## src/rtl/huff_pkg.sv

```systemverilog
// Shared types and constants for the Huffman decoder: table entry layout,
// FSM states and the 12-bit pad field positions.
package huff_pkg;

    localparam int MAX_CHAR_COUNT = 3;

    typedef enum logic [1:0] {
        LOAD_CHAR,
        LOAD_CODE,
        DECODE
    } huff_state_e;

    typedef struct packed {
        logic [7:0]                chr;
        logic [MAX_CHAR_COUNT-1:0] mask;
        logic [MAX_CHAR_COUNT-1:0] value;
    } huff_code_entry_t;

    // io_in fields
    localparam int IO_VALID   = 11;
    localparam int IO_MODE    = 10;
    localparam int IO_RESTART = 9;

    // io_out fields
    localparam int IO_TABLE_ERR   = 11;
    localparam int IO_CODE_ERR    = 10;
    localparam int IO_TABLE_READY = 9;
    localparam int IO_CHAR_VALID  = 8;

    function automatic int popcount(input logic [MAX_CHAR_COUNT-1:0] m);
        int n;
        n = 0;
        for (int b = 0; b < MAX_CHAR_COUNT; b++) n += int'(m[b]);
        return n;
    endfunction

endpackage

```

## src/rtl/huff_code_match.sv

```systemverilog
// Combinational codeword lookup: finds the lowest table entry whose length
// and masked value agree with the current accumulator.
module huff_code_match
    import huff_pkg::*;
#(
    parameter int N  = huff_pkg::MAX_CHAR_COUNT,
    parameter int LW = $clog2(N + 1),
    parameter int IW = (N > 1) ? $clog2(N) : 1
) (
    input  huff_code_entry_t [N-1:0]              tbl_i,
    input  logic [huff_pkg::MAX_CHAR_COUNT-1:0]   acc_i,
    input  logic [LW-1:0]                         len_i,
    output logic                                  hit_o,
    output logic [IW-1:0]                         hit_idx_o
);

    always_comb begin
        hit_o     = 1'b0;
        hit_idx_o = '0;
        // Scan high to low so the lowest matching index is the one left standing.
        for (int i = N - 1; i >= 0; i--) begin
            if (len_i == LW'(popcount(tbl_i[i].mask)) &&
                ((acc_i & tbl_i[i].mask) == (tbl_i[i].value & tbl_i[i].mask))) begin
                hit_o     = 1'b1;
                hit_idx_o = IW'(i);
            end
        end
    end

endmodule

```

## src/rtl/huff_decoder.sv

```systemverilog
// Huffman decoder: loads a char/code table, then decodes a serial bitstream.
// Define HUFF_DEC_TABLE_CHECK_EN to validate the table as it is loaded.
module huff_decoder
    import huff_pkg::*;
#(
    // Must equal huff_pkg::MAX_CHAR_COUNT, which sizes the entry mask/value fields.
    parameter int MAX_CHAR_COUNT = huff_pkg::MAX_CHAR_COUNT
) (
    input  logic        clk,
    input  logic        reset,
    input  logic [11:0] io_in,
    output logic [11:0] io_out
);

    localparam int N  = MAX_CHAR_COUNT;
    localparam int LW = $clog2(N + 1);
    localparam int IW = (N > 1) ? $clog2(N) : 1;

    huff_state_e             state_q, state_d;
    huff_code_entry_t [N-1:0] tbl_q, tbl_d;
    logic [IW-1:0]           idx_q, idx_d;
    logic [N-1:0]            acc_q, acc_d;
    logic [LW-1:0]           len_q, len_d;
    logic [7:0]              char_q, char_d;
    logic                    cv_q, cv_d, rdy_q, rdy_d, cerr_q, cerr_d;

    logic          vld, restart, word0, bit1, stream_en, terr_o;
    logic [N-1:0]  acc_sh;
    logic [LW-1:0] len_inc;
    logic          hit;
    logic [IW-1:0] hit_idx;
    logic          unused_bits;

    assign vld     = io_in[IO_VALID];
    assign restart = vld & io_in[IO_RESTART];
    assign word0   = vld & ~io_in[IO_MODE] & ~io_in[IO_RESTART];
    assign bit1    = vld &  io_in[IO_MODE] & ~io_in[IO_RESTART];
    assign unused_bits = io_in[8];

    // First received bit ends up as the MSB of the finished codeword.
    assign acc_sh  = {acc_q[N-2:0], io_in[0]};
    assign len_inc = len_q + 1'b1;

    huff_code_match #(.N(N), .LW(LW), .IW(IW)) u_match (
        .tbl_i     (tbl_q),
        .acc_i     (acc_sh),
        .len_i     (len_inc),
        .hit_o     (hit),
        .hit_idx_o (hit_idx)
    );

`ifdef HUFF_DEC_TABLE_CHECK_EN
    logic         terr_q, terr_d, code_bad, char_dup;
    logic [N-1:0] cm, cv;

    always_comb begin
        cm       = io_in[N +: N];
        cv       = io_in[N-1:0];
        // Legal masks are contiguous low ones: m != 0 and m & (m+1) == 0.
        code_bad = (cm == '0) || ((cm & (cm + 1'b1)) != '0) || ((cv & ~cm) != '0);
        char_dup = 1'b0;
        for (int i = 0; i < N; i++) begin
            if (i < int'(idx_q) && tbl_q[i].chr == io_in[7:0]) char_dup = 1'b1;
        end
        terr_d = terr_q;
        if (restart)
            terr_d = 1'b0;
        else if (word0 && ((state_q == LOAD_CHAR && char_dup) ||
                           (state_q == LOAD_CODE && code_bad)))
            terr_d = 1'b1;
    end

    always_ff @(posedge clk or negedge reset) begin
        if (!reset) terr_q <= 1'b0;
        else        terr_q <= terr_d;
    end

    assign stream_en = bit1 & ~terr_q;
    assign terr_o    = terr_q;
`else
    assign stream_en = bit1;
    assign terr_o    = 1'b0;
`endif

    always_ff @(posedge clk or negedge reset) begin
        if (!reset) state_q <= LOAD_CHAR;
        else        state_q <= state_d;
    end

    always_comb begin
        state_d = state_q;
        if (restart) begin
            state_d = LOAD_CHAR;
        end else begin
            case (state_q)
                LOAD_CHAR: if (word0) state_d = LOAD_CODE;
                LOAD_CODE: if (word0) state_d = (idx_q == IW'(N - 1)) ? DECODE : LOAD_CHAR;
                DECODE:    state_d = DECODE;
                default:   state_d = LOAD_CHAR;
            endcase
        end
    end

    always_comb begin
        tbl_d  = tbl_q;
        idx_d  = idx_q;
        acc_d  = acc_q;
        len_d  = len_q;
        char_d = char_q;
        rdy_d  = rdy_q;
        cv_d   = 1'b0;
        cerr_d = 1'b0;
        if (restart) begin
            // Table contents survive a restart; only the load/decode progress resets.
            idx_d = '0;
            acc_d = '0;
            len_d = '0;
            rdy_d = 1'b0;
        end else begin
            case (state_q)
                LOAD_CHAR: if (word0) tbl_d[idx_q].chr = io_in[7:0];
                LOAD_CODE: if (word0) begin
                    tbl_d[idx_q].mask  = io_in[N +: N];
                    tbl_d[idx_q].value = io_in[N-1:0];
                    if (idx_q == IW'(N - 1)) begin
                        rdy_d = 1'b1;
                        idx_d = '0;
                    end else begin
                        idx_d = idx_q + 1'b1;
                    end
                end
                DECODE: if (stream_en) begin
                    if (hit) begin
                        char_d = tbl_q[hit_idx].chr;
                        cv_d   = 1'b1;
                        acc_d  = '0;
                        len_d  = '0;
                    end else if (len_inc == LW'(N)) begin
                        cerr_d = 1'b1;
                        acc_d  = '0;
                        len_d  = '0;
                    end else begin
                        acc_d = acc_sh;
                        len_d = len_inc;
                    end
                end
                default: ;
            endcase
        end
    end

    always_ff @(posedge clk or negedge reset) begin
        if (!reset) begin
            tbl_q  <= '0;
            idx_q  <= '0;
            acc_q  <= '0;
            len_q  <= '0;
            char_q <= '0;
            cv_q   <= 1'b0;
            rdy_q  <= 1'b0;
            cerr_q <= 1'b0;
        end else begin
            tbl_q  <= tbl_d;
            idx_q  <= idx_d;
            acc_q  <= acc_d;
            len_q  <= len_d;
            char_q <= char_d;
            cv_q   <= cv_d;
            rdy_q  <= rdy_d;
            cerr_q <= cerr_d;
        end
    end

    assign io_out[7:0]            = char_q;
    assign io_out[IO_CHAR_VALID]  = cv_q;
    assign io_out[IO_TABLE_READY] = rdy_q;
    assign io_out[IO_CODE_ERR]    = cerr_q;
    assign io_out[IO_TABLE_ERR]   = terr_o;

endmodule

```

## config.mk

```make
export PLATFORM = sky130hd
export DESIGN_NAME = huff_decoder
export DESIGN_NICKNAME = d
export VERILOG_FILES = /design/src/rtl/huff_pkg.sv /design/src/rtl/huff_code_match.sv /design/src/rtl/huff_decoder.sv
export SDC_FILE = /design/constraint.sdc
export NUM_CORES = 1
export LEC_CHECK = 0
export CORE_ASPECT_RATIO = 1.2
export CORE_MARGIN = 2
export CORE_UTILIZATION = 57
export DETAILED_ROUTE_END_ITERATION = 12
export PLACE_DENSITY = 0.85
export SKIP_LAST_GASP = 1
export SYNTH_ARGS = -nofsm -noshare
export SYNTH_HDL_FRONTEND = slang
export SYNTH_SLANG_ARGS = --single-unit
```

## constraint.sdc

```tcl
create_clock -name clk -period 3.2 [get_ports clk]
set_input_delay 0.32 -clock clk [delete_from_list [all_inputs] [get_ports clk]]
set_output_delay 0.32 -clock clk [all_outputs]
set_load 0.03 [all_outputs]
```

* Word level (Yosys, flattened, before mapping)
Index checks and enable logic that the tools add are counted.
** Storage, ports and cells
- Flip-flop bits (word level) :: 61
- Bits of input ports :: 14
- Output and inout port bits :: 12
- Logic and storage cells :: 125
** Operators by class
- $add $sub $neg :: 8
- Magnitude comparators :: 3
- Equal/unequal tests :: 14
- Muxes and demuxes :: 52
- Bitwise operators :: 14
- Reduce and logical (&&, ||, !) cells :: 17
** Operators with widths (number)
- 42-bit bitwise mux :: 3
- 14-bit demux with 2-bit select :: 3
- 42-bit two-way mux :: 2
- 42-bit case mux with 2 select lines :: 1
- 2-bit two-way mux :: 21
- 14-bit binary-select mux with 2-bit select :: 1
- 14-bit two-way mux :: 2
- 3-bit AND :: 6
- 1-bit two-way mux :: 16
- 2-bit nonzero test :: 6
- 3-bit == test :: 3
- 4-bit AND reduction :: 2
- 1-bit by 1-bit adder with 2-bit output :: 3
- 2-bit adder :: 3
- 2-bit == test :: 3
- 2-bit == test, second input constant :: 3
- 2-bit by 3-bit < comparator with 1-bit output, second input constant :: 2
- 6-bit two-way mux :: 1
- 3-bit != test, second input constant :: 2
- 2-bit case mux with 3 select lines :: 1
- 2-bit AND reduction :: 3
- 1-bit AND :: 5
- 2-bit by 1-bit adder with 2-bit output, second input constant :: 2
- 1-bit logical AND :: 4
- 7 further kinds :: 10

* Depth between registers and ports, before layout
- Depth in word-level cells :: 11
- Mapped depth :: 10

* By module
Synthesis repeated with hierarchy kept, for this count alone.
** Second synthesis, totals
- Cell total of the unflattened synthesis :: 217
- Area, all modules :: 2996.6 um2
** Modules (own cells, without submodules)
- huff_decoder :: times used 1, cells each 187, area an instance 2703.8 um2
- huff_code_match :: times used 1, cells each 30, area an instance 292.8 um2

* Least setup slack after synthesis
OpenSTA, ideal clock, no wires.
- Path type :: reg-to-reg
- Start :: register tbl_q[3] (netlist name)
- End :: register char_q[0]
- Library setup time :: 0.123 ns
- Arrival time :: 2.198 ns
- Slack :: 0.879 ns
- Cell stages (with the launch flop) :: 9
- Path buffers :: 2
- Cells stage by stage :: dfrtp_1 -> fa_1 -> xnor2_1 -> a211oi_4 -> and2_1 -> buf_4 -> buf_4 -> o31a_1 -> o221a_2
** On the way
- Word-level cells in the longest chain between the ends :: 7
** RTL lines
- from (decl) :: line huff_decoder.sv:20 : huff_code_entry_t [N-1:0] tbl_q, tbl_d;
- from (signal assigned) :: line huff_decoder.sv:163 : tbl_q <= tbl_d;
- 1-bit by 1-bit adder with 2-bit output :: line huff_pkg.sv:33 : for (int b = 0; b < MAX_CHAR_COUNT; b++) n += int'(m[b]);
- 2-bit adder :: line huff_pkg.sv:33
- 2-bit == test :: line huff_code_match.sv:22 : if (len_i == LW'(popcount(tbl_i[i].mask)) &&
- 1-bit logical AND * :: line huff_code_match.sv:22
- 2-bit two-way mux :: line huff_code_match.sv:22
- 14-bit binary-select mux with 2-bit select :: line huff_decoder.sv:134 : char_d = tbl_q[hit_idx].chr;
- 14-bit two-way mux (implied by the code) :: line huff_decoder.sv:134
- to (signal assigned) :: line huff_decoder.sv:167 : char_q <= char_d;
- to (decl) :: line huff_decoder.sv:24 : logic [7:0] char_q, char_d;
Every way passes the cells marked *; elsewhere a longest branch is shown, timed or not. The select of a mux whose other input is x is not followed.
A chain may end at the register's enable or synchronous reset.

* Final worst setup path
- Start :: register len_q[0]
- End :: register char_q[2]
** On the way
- Word-level cells in the longest chain between the ends :: 8
** RTL lines
- from (decl) :: line huff_decoder.sv:23 : logic [LW-1:0] len_q, len_d;
- from (signal assigned) :: line huff_decoder.sv:166 : len_q <= len_d;
- 2-bit by 1-bit adder with 2-bit output * :: line huff_decoder.sv:42 : assign len_inc = len_q + 1'b1;
- 2-bit == test :: line huff_code_match.sv:22
- 1-bit logical AND :: line huff_code_match.sv:22
- 2-bit two-way mux (3 in a row) :: line huff_code_match.sv:22
- 14-bit binary-select mux with 2-bit select :: line huff_decoder.sv:134
- 14-bit two-way mux (implied by the code) :: line huff_decoder.sv:134
Marked as above.

==> summary.txt <==
Final HPWL from detailed placement: 4040 um
Nets: 275
DRT iter0 DRCs: 116
Syn_area_per_cell: 13.1 um^2
Post-CTS Setup Bufs: 0
# Max-Cap Violations: 0
Post-synth net total: 248
Final Instance Area: 0.00351 mm^2
Cell area after synthesis: 0.00299 mm^2
Tot GR Track Use: 22.1%
Initial Util: 59.7%
Cts repair resizes: 0
TritonRoute pass-1 iters: 4
Pre-CTS setup slack: 527 ps
Clk sinks: 61
DR vias/cell: 5.93
Skew-Pair Late Insertion Delay: 340 ps
Crit path capture type: register
Main synth FF type: dfrtp_1
CP Launch Type: register
PortBufs: 23
Avg WL per Cell: 18.6 um
# setup viols final: 0
Share of layout cells above drive strength 1: 30.0%
Post-DP Area: 0.00325 mm^2
Placed insts: 304
Maximum VDD drop: 0.000435 V
Cell taking the most area after synthesis: dfrtp_1
Fin. max-slew vios: 0
Max Root-Sink Buffers: 2
Top cell type's share of synthesized area: 51.0%
Antenna viol nets, final: 0
Cts hold-fix bufs: 0
Reg clk slew, reported paths: 70 ps
Post-Syn Instances: 228
Pwr/cell area: 677 mW/mm^2
Total negative slack: 0 ps
Via Count: 1899
Fmax: 0.372 GHz
Root Buffer Master: clkbuf_8
Vias in the first global route: 1961
Row cnt: 28
Global route overflow: 0
Remaining DRCs: 0
CP Data Arrival Time: 2910 ps
Worst-path maximum fanout: 7
Layout area overhead: 17.4%
Clk_skew: 7.30 ps
Hold Path Class: in2async
Crit path time final: 2690 ps
Final setup margin: 512 ps
First-pass GRT wire length: 9910 um
Number of synthesized flops with an enable pin: 0
Post-synth cell types: 45
RD Place Congestion: 0.813
Chip height: 83.4 um
Worst-Margin Slew: 1100 ps
Layout Cells excl Fill: 320
WP data required: 3430 ps
Syn. warnings: 0
RSZ-0062 raised after global routing: false
Fin. Hold Viols: 0
Final period utilization: 84.0%
N_diodes: 0
Synth area leaders: dfrtp_1, mux2_2, xor2_1
Initial antenna violation count: 0
Final WL: 5950 um
CTS tree: built
Largest net degree at the start of global routing: 49
Io pins: 26
Die X: 70.1 um
Leakage: 1.63 nW
Status: finished, final reports clean
Worst slew margin: 26.7%
Type of the worst setup path: reg2reg
Sequential-to-total area share from yosys stat: 51.0%
CORE AREA: 0.00501 mm^2
Die area: 0.00585 mm^2
Post-synth ARST share: 100%
Total CTS buffers: 9
# H-tree levels: 3
Synthesized flop and latch total: 61
cell usage after synthesis, types with 2 or more instances:
cell type  count
xnor2_1        3
xor2_1        12
nand3b_1      12
mux2_2        42
nor3b_4        2
or4_1          6
o21ai_0        3
clkbuf_1       3
inv_1          8
and2_1         2
fa_1           3
a32o_1         4
o31a_1         6
buf_4          7
dfrtp_1       61
nand2_1       11
a221oi_1       2
nor2_1         3
nor2b_1        3
o221a_2        6
ha_1           3
o31ai_1        2
nor4_1         2
flip-flops by register name, indices dropped and copies added, names as in the netlist:
| register | flops |
|---|---|
| tbl_q | 42 |
| char_q | 8 |
| acc_q | 2 |
| idx_q | 2 |
| len_q | 2 |
| state_q | 2 |
| cerr_q | 1 |
| cv_q | 1 |
| rdy_q | 1 |
where the power goes:
part | internal (mW) | switching, mW
sequential | 0.868 | 0.0692
clock | 0.582 | 0.294
combinational | 0.263 | 0.301
area by class of cell:
cell class	instances	area, um^2
sequential	61	1530
fill	340	1500
multi-input combinational	146	1350
timing repair buffer	29	270
clock buffer	13	169
clock inverter	3	90.1
tap	60	75.1
inverter	8	30.0
kinds of logic after synthesis:
family	after synthesis	synth area share, %
flops	61	51.0
simple gates	52	11.9
mux	42	15.8
compound gates	30	9.66
buf+inv	21	3.81
xor+xnor	15	4.39
fa+ha+maj	6	3.26
other cells	1	0.125
cell usage in the layout, fill, tap and decap left out, types with 2 or more instances in the layout:
master	Yosys	layout
a221oi_1	2	2
a32o_1	4	4
and2_1	2	2
buf_4	7	6
bufinv_16	0	3
clkbuf_8	0	12
clkdlybuf4s50_1	0	22
dfrtp_1	61	61
fa_1	3	3
ha_1	3	3
inv_1	8	8
mux2_2	42	42
nand2_1	11	11
nand3b_1	12	12
nor2_1	3	3
nor2b_1	3	3
nor3b_4	2	2
nor4_1	2	2
o21ai_0	3	3
o221a_2	6	6
o31a_1	6	6
o31ai_1	2	2
or4_1	6	6
xnor2_1	3	3
xor2_1	12	12
metal layers:
layer	track usage, %	share of wire (%)	wire (um)	vias to the layer above
met5	0	0	0	-
met4	12.2	3.1	182	0
met3	4.37	3.6	213	16
met2	35.2	49	2910	50
met1	28.2	44	2650	953
li1	-	-	-	880
worst max-delay path, stage by stage (launching register included):
cell,delay (ps)
dfrtp_1,520
inv_1,120
ha_1,400
xor2_1,290
a211oi_4,50
and2_1,220
buf_4,200
buf_4,160
or4_1,490
o221a_2,140
final timing paths:
| path | startpoint | to | slack (ps) | cells past startpoint |
|---|---|---|---|---|
| worst min register to register | tbl_q[12] | tbl_q[12] | 500 | 1 |
| worst max-delay path | len_q[0] | char_q[2] | 510 | 9 |
| min in group clk | tbl_q[12] | tbl_q[12] | 500 | 1 |
| worst max register to register | len_q[0] | char_q[2] | 510 | 9 |
| max in group asynchronous | reset | tbl_q[10] | 2210 | 2 |
| worst min-delay path | reset | rdy_q | 190 | 1 |
per-stage QoR:
step | total power [mW] | utilization [%] | hold slack (ps)
floorplan | 1.34 | - | 24.4
global placement | 1.48 | 64.9 | 481
detailed placement | 1.51 | 64.9 | 487
CTS | 2.38 | 70.1 | 204
global route | 2.48 | 70.1 | 270
finish | 2.38 | 70.1 | 195
(Power assumes the default switching activity.)
